[src/rtl/disp_msg_sched.sv]
// disp_msg_sched: prioritised message scheduler that alternates timed text messages with the BCD score display.
module disp_msg_sched #(
  parameter int TICK_DIV    = 100000,
  parameter int HOLD_TICKS  = 2000,
  parameter int SCORE_TICKS = 500
) (
  input  logic       clk,
  input  logic       rst_n,
  input  logic [6:0] score_l,
  input  logic [6:0] score_r,
  input  logic       req_slow,
  input  logic       req_med,
  input  logic       req_fast,
  input  logic       req_error,
  input  logic       req_wrong,
  input  logic       clr,
  output logic [3:0] D0,
  output logic [3:0] D1,
  output logic [3:0] D2,
  output logic [3:0] D3,
  output logic       text_mode,
  output logic       slow,
  output logic       med,
  output logic       fast,
  output logic       error,
  output logic       wrong,
  output logic       busy
);
  localparam int TW = $clog2(TICK_DIV);
  localparam int MT = HOLD_TICKS > SCORE_TICKS ? HOLD_TICKS : SCORE_TICKS;
  localparam int KW = $clog2(MT + 1);
  typedef enum logic [1:0] {SCORE, SHOW, GAP} state_t;
  state_t          state_q, state_d;
  logic [4:0]      sel_q, sel_d, pend_q, pend_d, req, hi;
  logic [TW-1:0]   presc_q, presc_d;
  logic [KW-1:0]   tick_q, tick_d;
  logic            restart, expire, wrap, zero;
  function automatic logic [4:0] top(input logic [4:0] m);
    return m[4] ? 5'b10000 : m[3] ? 5'b01000 : m[2] ? 5'b00100 : m[1] ? 5'b00010 : m[0] ? 5'b00001 : 5'b00000;
  endfunction
  function automatic logic [7:0] bcd(input logic [6:0] s);
    logic [6:0] v;
    v = s > 7'd99 ? 7'd99 : s;
    return {4'(v / 7'd10), 4'(v % 7'd10)};
  endfunction
  // bits ordered by priority: slow lowest, wrong highest
  assign req  = {req_wrong, req_error, req_fast, req_med, req_slow};
  assign hi   = req & ~(sel_q | (sel_q - 5'd1));
  assign wrap = presc_q == TW'(TICK_DIV - 1);
  assign expire = wrap && tick_q == (state_q == SHOW ? KW'(HOLD_TICKS - 1) : KW'(SCORE_TICKS - 1));
  always_comb begin
    state_d = state_q;
    sel_d   = sel_q;
    pend_d  = pend_q | req;
    restart = 1'b0;
    case (state_q)
      SCORE: if (|pend_d) begin
        state_d = SHOW;
        sel_d   = top(pend_d);
        restart = 1'b1;
      end
      SHOW: if (|hi) begin
        sel_d   = top(hi);
        restart = 1'b1;
      end else if (|(req & sel_q)) begin
        restart = 1'b1;
      end else if (expire) begin
        state_d = |pend_d ? GAP : SCORE;
        sel_d   = '0;
        restart = 1'b1;
      end
      GAP: if (expire) begin
        state_d = SHOW;
        sel_d   = top(pend_d);
        restart = 1'b1;
      end
      default: state_d = SCORE;
    endcase
    // the shown message and any preempted one never linger in pending
    pend_d = pend_d & ~sel_d & ~sel_q;
    if (clr) begin
      state_d = SCORE;
      sel_d   = '0;
      pend_d  = '0;
      restart = 1'b1;
    end
    zero    = restart || state_d == SCORE;
    presc_d = zero || wrap ? '0 : presc_q + 1'b1;
    tick_d  = zero ? '0 : wrap ? tick_q + 1'b1 : tick_q;
  end
  always_ff @(posedge clk or negedge rst_n) begin
    if (!rst_n) begin
      state_q <= SCORE;
      sel_q   <= '0;
      pend_q  <= '0;
      presc_q <= '0;
      tick_q  <= '0;
      {D3, D2, D1, D0} <= '0;
    end else begin
      state_q <= state_d;
      sel_q   <= sel_d;
      pend_q  <= pend_d;
      presc_q <= presc_d;
      tick_q  <= tick_d;
      {D3, D2} <= bcd(score_l);
      {D1, D0} <= bcd(score_r);
    end
  end
  assign text_mode = state_q == SHOW;
  assign {wrong, error, fast, med, slow} = sel_q;
  assign busy = state_q != SCORE || |pend_q;
endmodule
[config.mk]
export PLATFORM = sky130hd
export DESIGN_NAME = disp_msg_sched
export DESIGN_NICKNAME = d
export VERILOG_FILES = /design/src/rtl/disp_msg_sched.sv
export SDC_FILE = /design/constraint.sdc
export NUM_CORES = 1
export LEC_CHECK = 0
export CAP_MARGIN = 20
export CORE_UTILIZATION = 50
export DETAILED_ROUTE_END_ITERATION = 12
export GPL_ROUTABILITY_DRIVEN = 1
export HOLD_SLACK_MARGIN = 0.15
export PLACE_DENSITY = 0.81
export SETUP_SLACK_MARGIN = 0.02
export SLEW_MARGIN = 20
export SYNTH_ARGS = -nofsm -noshare
export SYNTH_HDL_FRONTEND = slang
export SYNTH_SLANG_ARGS = --single-unit
[constraint.sdc]
create_clock -name clk -period 2.6 [get_ports clk]
set_clock_uncertainty 0.2 [all_clocks]
set_input_delay 0.52 -clock clk [delete_from_list [all_inputs] [get_ports clk]]
set_output_delay 0.52 -clock clk [all_outputs]
set_load 0.005 [all_outputs]
==> results of run 1 <==
-- registers in the layout, summed over array words and instances, names as in the netlist --
register,cells
presc_q,17
tick_q,11
D2,4
D0,4
D3,4
sel_q,5
state_q,2
pend_q,5
D1,4
-- layout by cell type (no fill, tap or decap), types with 4 or more instances in the layout --
cell                              instances
sky130_fd_sc_hd__a31oi_1                  4
sky130_fd_sc_hd__nand2_1                 37
sky130_fd_sc_hd__a21oi_2                  6
sky130_fd_sc_hd__nand2b_1                11
sky130_fd_sc_hd__ha_4                     5
sky130_fd_sc_hd__o21ai_0                  4
sky130_fd_sc_hd__inv_1                   16
sky130_fd_sc_hd__buf_4                  142
sky130_fd_sc_hd__nor3_1                   9
sky130_fd_sc_hd__clkdlybuf4s50_1         33
sky130_fd_sc_hd__a21oi_1                 17
sky130_fd_sc_hd__and3_1                   4
sky130_fd_sc_hd__or3_1                    7
sky130_fd_sc_hd__nand2b_4                 5
sky130_fd_sc_hd__o21ai_2                  8
sky130_fd_sc_hd__xor2_1                  17
sky130_fd_sc_hd__o21ai_1                  4
sky130_fd_sc_hd__nor3_2                   4
sky130_fd_sc_hd__o21a_1                   5
sky130_fd_sc_hd__nand3_1                 16
sky130_fd_sc_hd__a21o_1                   6
sky130_fd_sc_hd__nand4_1                  9
sky130_fd_sc_hd__dfrtp_1                 55
sky130_fd_sc_hd__xnor2_1                  7
sky130_fd_sc_hd__buf_6                   11
sky130_fd_sc_hd__nor2_1                  63
sky130_fd_sc_hd__clkbuf_8                 5
-- synth_stat cells (3+ instances only) --
master / number / share of area (%)
sky130_fd_sc_hd__and2_1: 6 / 0.99
sky130_fd_sc_hd__buf_2: 5 / 0.66
sky130_fd_sc_hd__a21oi_1: 24 / 3.2
sky130_fd_sc_hd__and3_1: 5 / 0.83
sky130_fd_sc_hd__xor2_1: 17 / 3.9
sky130_fd_sc_hd__o32ai_1: 3 / 0.70
sky130_fd_sc_hd__o22a_1: 3 / 0.70
sky130_fd_sc_hd__nor4_1: 4 / 0.66
sky130_fd_sc_hd__o21ai_1: 7 / 0.93
sky130_fd_sc_hd__o221ai_1: 4 / 0.93
sky130_fd_sc_hd__inv_1: 18 / 1.8
sky130_fd_sc_hd__dfrtp_1: 56 / 37
sky130_fd_sc_hd__a31oi_1: 5 / 0.83
sky130_fd_sc_hd__nor2b_1: 4 / 0.66
sky130_fd_sc_hd__clkbuf_1: 10 / 0.99
sky130_fd_sc_hd__nand2_1: 41 / 4.1
sky130_fd_sc_hd__o22ai_1: 3 / 0.50
sky130_fd_sc_hd__xnor2_1: 9 / 2.1
sky130_fd_sc_hd__o21ai_0: 9 / 1.2
sky130_fd_sc_hd__a222oi_1: 3 / 0.79
sky130_fd_sc_hd__ha_1: 8 / 2.6
sky130_fd_sc_hd__nor2_1: 66 / 6.6
sky130_fd_sc_hd__o21a_1: 5 / 0.99
sky130_fd_sc_hd__nand2b_1: 15 / 2.5
sky130_fd_sc_hd__or3_1: 9 / 1.5
sky130_fd_sc_hd__a21o_1: 6 / 1.2
sky130_fd_sc_hd__nor3_1: 13 / 1.7
sky130_fd_sc_hd__mux2i_1: 3 / 0.79
sky130_fd_sc_hd__nand4_1: 9 / 1.5
sky130_fd_sc_hd__nand3_1: 17 / 2.3
-- area by class of cell --
class	instances	area, sq um
inverters	20	77.6
fillers	405	1250
multi-input cells	355	2710
repair buffers	195	1620
well taps	99	124
clock buffers	6	72.6
flip-flops and latches	56	1400
clock inverters	2	35.0
-- kinds of logic after synthesis --
group	synth area share (%)
DFF	37.1
xor gates and xnor gates	6.02
muxes	1.16
and+or+nand+nor	29.3
buffers and inverters	3.84
adders and majority gates	2.65
AOI/OAI and AO/OA	20.0
-- power groups by stage --
stage          logic, mW  registers (mW)  clock network, mW
6_report            1.07           0.983              0.599
5_1_grt             1.13           0.986              0.632
4_1_cts            0.918           0.973              0.578
3_5_place_dp       0.827           0.984                  0
3_3_place_gp       0.801           0.984                  0
2_1_floorplan      0.387           0.983                  0
-- metrics by stage --
step	setup TNS (ns)	cells	hold slack (ns)	instance area, sq um
final	-9.10	733	0.116	6040
after global routing	-11.09	733	0.205	6040
after CTS	-6.91	722	0.159	5790
after detailed placement	-21.76	688	0.335	5310
after global placement	-19.50	688	0.320	5310
after floorplan	-9.44	447	0.0244	4010
-- per-layer routing --
layer  GRT usage [%]  part of all wire (%)  vias to the layer above
li1                -                     -                     1997
met1            37.2                    38                     2220
met2            56.3                    51                      254
met3            4.52                   7.0                       58
met4            10.5                   3.8                        0
met5               0                     0                        -
-- path summary, 6_finish.rpt --
path                                       start                    end  slack (ns)  cells after the start
setup / recovery                      score_r[6]        D0[1]$_DFF_PN0_       -1.21                     20
hold / removal                             rst_n  presc_q[10]$_DFF_PN0_        0.12                      2
setup reg to reg            presc_q[1]$_DFF_PN0_     sel_q[0]$_DFF_PN0_       -0.15                      9
hold reg to reg            presc_q[16]$_DFF_PN0_  presc_q[16]$_DFF_PN0_        0.36                      2
max in group asynchronous                  rst_n  tick_q[3]$_DFFE_PN0N_        1.58                      2
min in group clk                      score_l[5]        D3[3]$_DFF_PN0_        0.33                      3
-- timing repair --
| item | 4_1_cts | 5_1_grt |
|---|---|---|
| resized for setup | 65 | 39 |
| setup endpoints to repair | 18 | 33 |
| pin swaps | 42 | 36 |
| setup buffers | 28 | 14 |
| hold buffers | 0 | 0 |
==> run metrics, run 1 <==
result of the run=complete, but fails checks; violations in the final reports=setup timing; total nets after synthesis=between 400 and 500; die area=0.00791 sq mm; category of the critical setup timing path=in -> reg; core occupancy in the finished layout=between 80% and 90%; placed wire-length estimate=7690 um; GP Congestion=between 0.9 and 1; count of input and output buffers=44; total length of routed wires=14300 um; CP dominant cell by count=sky130_fd_sc_hd__ha_4; CTS Root Cell=sky130_fd_sc_hd__clkbuf_8; std cell rows=31; initial core utilization=51.9%; final setup violation count=18; post-CTS clock slew at the launch and capture registers of the worst setup and hold paths=0.11 ns; Syn-to-layout area delta=59.7%; min Tclk post-route=3.81 ns; number of flops mapped to enable cells by yosys=0; CP required=2.60 ns; placement-stage worst setup slack=-1.87 ns; net count of the finished layout=~660; number of max-cap violations=0; overall global routing resource usage=30.8%; standard cell core area=0.00729 sq mm; count of pins on the block boundary=45; switching share of power=between 30 and 40%; sequential group share of total power=37.1%; worst path setup slack after routing=-1.21 ns; die height=89.0 um; antenna violations before repair=0; wire length per cell after detailed routing=19.5 um; routed via count=4529; violation count after the first detailed-route iteration=436; async set or reset register ratio after synthesis=100%; global-route wire length before repair=between 15000 and 20000 um; Static Leakage=2.69 nW; via count of the first global-routing pass=4206; share of layout cells above drive strength 1=39.7%; Worst Setup End Kind=flip-flop; largest net degree at the start of global routing=57; Pins Over Slew Limit=0; average instance area after synthesis=8.46 sq um; Logic pwr share=40.3%; antenna diode instance count=0; Tightest Hold Check Type=in -> async; cell type group with the largest total delay on the critical path=simple AND/OR/NAND/NOR gates; detailed-router iteration count before antenna repair=7; floorplan die width=89.0 um; max-slew headroom at the worst pin=53.3%; DRC violations left=0; clock sinks=56; power density over cell area=439 mW/mm^2; P_sw=0.857 mW; endpoint arrival time on the critical path=3.81 ns; crit path max fanout=4; slowest stage cell, crit path=sky130_fd_sc_hd__or3_4; worst slew pin tran=0.701 ns; startpoint class of the critical path=input port; flip-flop and latch count after synthesis=56; proportion of power drawn by the clock network=a little under a quarter; longest individual stage delay on the worst path=a little over 0.4 ns; CP Cell Sequence=buf_8 > nand2_4 > and2_4 > ha_4 > and4b_1 > nor3_2 > inv_1 > ha_4 > nor2_4 > o21ba_4 > or3_4 > mux2i_4 > nand2b_4 > a21o_1 > xnor2_2 > ha_2 > o221ai_4 > o21ai_2 > nand4_1 > xnor2_1; Final Power=approximately 2.6 mW; Mapped Area=0.00378 sq mm; portion of the post-synthesis area used by sequential elements=37.1%; post-synth cell types=76; buffers and inverters on the worst path=2; vias per inst=6.18; Remaining Overflow, GRT=0; post-route ant nets=0; Clk Latency, worst-skew pair=0.32 ns; gate count of the mapped netlist=447; timing-limited maximum frequency=roughly 0.26 GHz; count of endpoints failing hold in the final timing report=0; share of the cycle needed by the critical path after routing=146%; Synth Flop Type=sky130_fd_sc_hd__dfrtp_1; cell internal power dissipation=1.79 mW; maximum level of the CTS H-tree=2; clock tree from TritonCTS=built; highest ir drop seen on vdd=0.379 mV; maximum buffer depth of the clock tree=2; Ys Warns=0; setup repair after global routing missed its margin=yes; number of clock buffers inserted by TritonCTS=5
(Power assumes the default switching activity.)
==> run 2, diff against run 1 <==
Settings changed: CORE_ASPECT_RATIO set to 1.75, GPL_ROUTABILITY_DRIVEN 1 to 0, MAX_ROUTING_LAYER set to met4.
==> run 2 against run 1 <==
The flow still finishes with violations (setup timing). Critical path depth is the same. Utilization is essentially flat. Count of clock-buffer cells in the layout grew 1. Fmax is essentially flat. Worst hold slack gained 0.26 ns. Largest power group unchanged.
==> run metrics, run 2 (synthesis gave the netlist of run 1 again) <==
count of pins on the block boundary=45; Tightest Hold Check Type=reg -> reg; initial core utilization=between 50% and 60%; via count of the first global-routing pass=4273; sequential group share of total power=35.9%; highest ir drop seen on vdd=0.349 mV; Final Power=2.70 mW; cell internal power dissipation=1.87 mW; global-route wire length before repair=approximately 19000 um; post-route ant nets=0; count of input and output buffers=44; Pins Over Slew Limit=0; CTS Root Cell=sky130_fd_sc_hd__clkbuf_16; post-CTS clock slew at the launch and capture registers of the worst setup and hold paths=about 0.07 ns; net count of the finished layout=662; detailed-router iteration count before antenna repair=7; startpoint class of the critical path=input port; Remaining Overflow, GRT=0; most common cell after layout, fill and taps aside=sky130_fd_sc_hd__buf_4; worst slew pin tran=~0.64 ns; proportion of power drawn by the clock network=26.0%; DRC violations left=0; cell count of the worst hold path=2; most used cells in the layout excluding fill and tap cells=sky130_fd_sc_hd__buf_4, sky130_fd_sc_hd__nor2_1, sky130_fd_sc_hd__dfrtp_1; non-filler instance count after layout=about 720; count of endpoints failing hold in the final timing report=0; violations in the final reports=setup timing; Logic pwr share=between 30% and 40%; largest net degree at the start of global routing=34; standard cell core area=0.00728 sq mm; min Tclk post-route=3.80 ns; Reg-to-Reg End=sel_q[0]$_DFF_PN0_; switching share of power=approximately 31%; die area=0.00793 sq mm; setup repair after global routing missed its margin=yes; maximum level of the CTS H-tree=2; endpoint arrival time on the critical path=3.79 ns; P_sw=0.829 mW; total length of routed wires=13600 um; placed wire-length estimate=8450 um; floorplan die width=between 60 and 70 um; leading registers by flop count=presc_q (17), tick_q (11); result of the run=complete, but fails checks; power density over cell area=448 mW/mm^2; vias per inst=between 6 and 7; number of clock buffers inserted by TritonCTS=5; Hold Crit Start=presc_q[0]$_DFF_PN0_; number of fill cells=397; die height=117 um; std cell rows=41; category of the critical setup timing path=in -> reg; crit path max fanout=5; wire length per cell after detailed routing=around 19 um; worst path setup slack after routing=-1.20 ns; number of max-cap violations=0; clock sinks=56; final setup violation count=17; antenna violations before repair=0; Register-to-Register Setup Slack=-0.20 ns; worst reg2reg path startpoint=presc_q[5]$_DFF_PN0_; share of layout cells above drive strength 1=38.9%; Clk Latency, worst-skew pair=0.30 ns; CP required=2.59 ns; max-slew headroom at the worst pin=57.2%; routed via count=4442; cell count of the worst reg-to-reg path=8; share of the cycle needed by the critical path after routing=146%; flip-flop count of the largest register after layout=17; Syn-to-layout area delta=59.6%; Worst Setup End Kind=flip-flop; timing-limited maximum frequency=about 0.26 GHz; Static Leakage=2.69 nW; core occupancy in the finished layout=between 80% and 90%; maximum buffer depth of the clock tree=2; overall global routing resource usage=roughly 32%; antenna diode instance count=0; clock tree from TritonCTS=built; dpl cells=679; register ranked first by flip-flop count=presc_q; violation count after the first detailed-route iteration=approximately 290; endpoint with the worst hold slack=presc_q[0]$_DFF_PN0_
-- run 2: cell types whose count changed in the layout (fill, tap and decap cells not counted), sizes merged --
cell,previous run,this run
buf,158,156
bufinv,1,0
clkbuf,6,7
clkdlybuf4s50,33,34
clkinv,1,0
clkinvlp,0,1
dlygate4sd2,2,1
dlygate4sd3,0,1
-- run 2: worst max-delay path, stage by stage --
cell                        delay, ns
sky130_fd_sc_hd__buf_8           0.10
sky130_fd_sc_hd__nand2_4         0.05
sky130_fd_sc_hd__and2_4          0.14
sky130_fd_sc_hd__ha_4            0.16
sky130_fd_sc_hd__and4b_1         0.21
sky130_fd_sc_hd__nor3_2          0.05
sky130_fd_sc_hd__inv_1           0.09
sky130_fd_sc_hd__ha_4            0.15
sky130_fd_sc_hd__nor2_4          0.04
sky130_fd_sc_hd__o21ba_4         0.20
sky130_fd_sc_hd__or3_4           0.41
sky130_fd_sc_hd__a21bo_1         0.23
sky130_fd_sc_hd__nand2_2         0.11
sky130_fd_sc_hd__a21o_1          0.22
sky130_fd_sc_hd__xnor2_2         0.14
sky130_fd_sc_hd__ha_2            0.24
sky130_fd_sc_hd__o221ai_4        0.12
sky130_fd_sc_hd__o2bb2ai_2       0.16
sky130_fd_sc_hd__nand4_1         0.22
sky130_fd_sc_hd__xnor2_1         0.22
-- run 2: repair_timing --
action	in CTS	in global routing
pin swaps	31	35
setup endpoints to repair	18	23
setup buffers	18	17
resized for setup	48	48
endpoints found under the hold margin	23	0
hold buffers	1	0
-- run 2: metrics by stage --
stage                     area (sq um)  TNS [ns]  setup WS, ns  hold WS (ns)
after global placement            5330    -20.87         -1.64         0.319
after CTS                         5700     -6.66        -0.978         0.357
final                             6030     -9.63         -1.20         0.373
after floorplan                   4010     -9.44         -1.35        0.0244
after detailed placement          5330    -24.24         -1.85         0.340
after global routing              6030    -12.08         -1.36         0.394
-- run 2: power by group through the flow --
stage	combinational (mW)	clock [mW]	sequential [mW]
finish	1.03	0.701	0.970
global route	1.10	0.745	0.974
CTS	0.879	0.708	0.965
detailed placement	0.821	0	0.981
global placement	0.789	0	0.978
floorplan	0.387	0	0.983
-- run 2: how the worst max path moves through the flow --
stage                      endpoint       start  cells after the start
floorplan           D0[1]$_DFF_PN0_  score_r[5]                     20
global placement    D0[1]$_DFF_PN0_  score_r[5]                     20
detailed placement  D0[1]$_DFF_PN0_  score_r[5]                     20
CTS                 D0[1]$_DFF_PN0_  score_r[6]                     20
global route        D0[1]$_DFF_PN0_  score_r[6]                     20
finish              D0[1]$_DFF_PN0_  score_r[6]                     20
-- run 2: layout make-up --
class | count | area [sq um] | share of cell area [%]
clock inverter | 1 | 7.51 | 0.124
tap | 86 | 108 | 1.78
multi-input combinational | 355 | 2690 | 44.5
timing repair buffer | 194 | 1610 | 26.6
sequential | 56 | 1400 | 23.2
inverter | 20 | 80.1 | 1.33
clock buffer | 7 | 143 | 2.36
-- run 2: layer usage --
layer	global-route usage [%]	share of wire, %	vias to the layer above
li1	-	-	1986
met5	-	0	-
met2	62.2	56	249
met4	16.3	5.7	0
met3	3.78	4.4	76
met1	29.0	34	2131
==> run 3, diff against run 2 <==
Settings changed: GPL_TIMING_DRIVEN set to 0.
==> run 3 against run 2 <==
The run still ends with setup timing left. Utilization decreased by 3.9 points. Largest power group is now registers. Via count down 4.2%. Non-clock buffer count down 59. Critical path depth up 2. Combinational power down 7%.
==> run metrics, run 3 (synthesis gave the netlist of run 1 again) <==
count of endpoints failing hold in the final timing report=0; Register-to-Register Setup Slack=-0.14 ns; endpoint with the worst hold slack=presc_q[0]$_DFF_PN0_; clock sinks=56; worst reg2reg path startpoint=tick_q[3]$_DFFE_PN0N_; Hold Crit Start=presc_q[0]$_DFF_PN0_; slowest stage cell, crit path=sky130_fd_sc_hd__or3_4; number of max-cap violations=0; count of input and output buffers=44; initial core utilization=between 50% and 60%; min Tclk post-route=4.02 ns; wire length per cell after detailed routing=20.1 um; routed via count=4257; maximum level of the CTS H-tree=2; die area=about 0.0079 sq mm; power density over cell area=460 mW/mm^2; antenna diode instance count=0; most used cells in the layout excluding fill and tap cells=sky130_fd_sc_hd__buf_4, sky130_fd_sc_hd__nor2_1, sky130_fd_sc_hd__dfrtp_1; std cell rows=41; leading registers by flop count=presc_q (17), tick_q (11); DRC violations left=0; Reg-to-Reg End=sel_q[0]$_DFF_PN0_; Worst Setup End Kind=flip-flop; highest ir drop seen on vdd=around 0.38 mV; Final Power=2.65 mW; Syn-to-layout area delta=52.1%; Remaining Overflow, GRT=0; violations in the final reports=setup timing; worst path setup slack after routing=-1.42 ns; floorplan die width=67.7 um; startpoint class of the critical path=input port; placed wire-length estimate=6840 um; detailed-router iteration count before antenna repair=5; global-route wire length before repair=19700 um; worst slew pin tran=0.799 ns; share of layout cells above drive strength 1=34.5%; endpoint arrival time on the critical path=4.02 ns; net count of the finished layout=approximately 600; result of the run=complete, but fails checks; area used by multi-input combinational logic=0.00278 sq mm; CP required=2.61 ns; CP Cell Sequence=buf_8 > buf_6 > nand2_4 > and2_4 > ha_4 > and4b_1 > nor3_4 > inv_2 > ha_4 > nor2_4 > o21ba_4 > or3_4 > buf_6 > nand3_4 > nand2_4 > a21o_4 > xnor2_2 > ha_2 > o221ai_2 > o21ai_1 > nand4_1 > mux2i_1; share of the cycle needed by the critical path after routing=154%; accumulated negative setup slack=-10.84 ns; crit path max fanout=5; timing-limited maximum frequency=~0.25 GHz; antenna violations before repair=0; setup repair after global routing missed its margin=yes; violation count after the first detailed-route iteration=346; max-slew headroom at the worst pin=46.6%; largest net degree at the start of global routing=57; vias per inst=6.45; via count of the first global-routing pass=4223; overall global routing resource usage=34.1%; clock tree from TritonCTS=built; most common cell after layout, fill and taps aside=sky130_fd_sc_hd__buf_4; CTS Root Cell=sky130_fd_sc_hd__clkbuf_16; post-CTS clock slew at the launch and capture registers of the worst setup and hold paths=0.07 ns; Pins Over Slew Limit=0; longest individual stage delay on the worst path=0.41 ns; Clk Latency, worst-skew pair=around 0.3 ns; register area=between 0.001 and 0.0015 sq mm; total length of routed wires=13300 um; register ranked first by flip-flop count=presc_q; Static Leakage=2.42 nW; post-route ant nets=0; cell count of the worst hold path=2; number of fill cells=431; final setup violation count=17; Tightest Hold Check Type=reg -> reg; cell count of the worst reg-to-reg path=8; category of the critical setup timing path=in -> reg; flip-flop count of the largest register after layout=17; number of clock buffers inserted by TritonCTS=5; die height=between 100 and 150 um; standard cell core area=0.00728 sq mm; maximum buffer depth of the clock tree=2; count of pins on the block boundary=45
run 3: changes by cell type in the layout (fill, tap and decap cells not counted), sizes merged:
| cell | before | now |
|---|---|---|
| buf | 156 | 91 |
| clkbuf | 7 | 12 |
| clkdlybuf4s50 | 34 | 31 |
| dlygate4sd2 | 1 | 4 |
| clkinv | 0 | 1 |
| clkinvlp | 1 | 0 |
| inv | 20 | 21 |
run 3: how the worst max path moves through the flow:
stage	from	to	slack, ns
finish	score_r[6]	D0[2]$_DFF_PN0_	-1.42
global route	score_r[6]	D0[2]$_DFF_PN0_	-1.55
CTS	score_r[6]	D0[2]$_DFF_PN0_	-1.13
detailed placement	score_r[5]	D0[1]$_DFF_PN0_	-2.32
global placement	score_r[5]	D0[1]$_DFF_PN0_	-2.22
floorplan	score_r[5]	D0[1]$_DFF_PN0_	-1.35
run 3: per-stage QoR:
step | hold slack, ns | worst slack (ns) | util [%] | instance area, sq um | instances
floorplan | 0.0244 | -1.35 | - | 4010 | 447
global placement | 0.270 | -2.22 | 62.5 | 4550 | 577
detailed placement | 0.278 | -2.32 | 62.5 | 4550 | 577
CTS | 0.347 | -1.13 | 75.2 | 5480 | 651
global route | 0.388 | -1.55 | 79.0 | 5750 | 660
finish | 0.370 | -1.42 | 79.0 | 5750 | 660
run 3: repair_timing:
| action | in CTS | in global routing |
|---|---|---|
| setup endpoints to repair | 41 | 45 |
| hold buffers | 1 | 0 |
| pin swaps | 39 | 15 |
| resized for setup | 95 | 53 |
| endpoints found under the hold margin | 56 | 0 |
| buffers inserted | 66 | 12 |
run 3: report_power, final:
part / switching [mW] / total (mW) / internal, mW
Clock: 0.329 / 0.715 / 0.386
Sequential: 0.0344 / 0.969 / 0.935
Combinational: 0.466 / 0.963 / 0.497
run 3: layer usage:
metal  vias to the layer above  global-route usage (%)  part of all wire, %  wire length [um]
li1                       1866                       -                    -                 -
met1                      2057                    32.7                   34              4510
met2                       253                    62.5                   55              7330
met3                        81                    5.43                  5.1               672
met4                         0                    17.9                  5.8               772
met5                         -                       -                    0                 0
run 3: critical path: cells and delay by family:
| kind | cells | cell delay [ns] |
|---|---|---|
| compound gates | 4 | 0.74 |
| xor+xnor | 1 | 0.16 |
| fa+ha+maj | 3 | 0.54 |
| buf+inv | 4 | 0.42 |
| mux | 1 | 0.29 |
| simple gates | 9 | 1.35 |
run 3: cell type report:
type	instances	share of cell area, %
clock buffer	6	2.41
tap	86	1.87
multi-input combinational	355	48.3
inverter	20	1.39
timing repair buffer	122	18.9
buffer	13	2.41
clock inverter	2	0.239
sequential	56	24.5
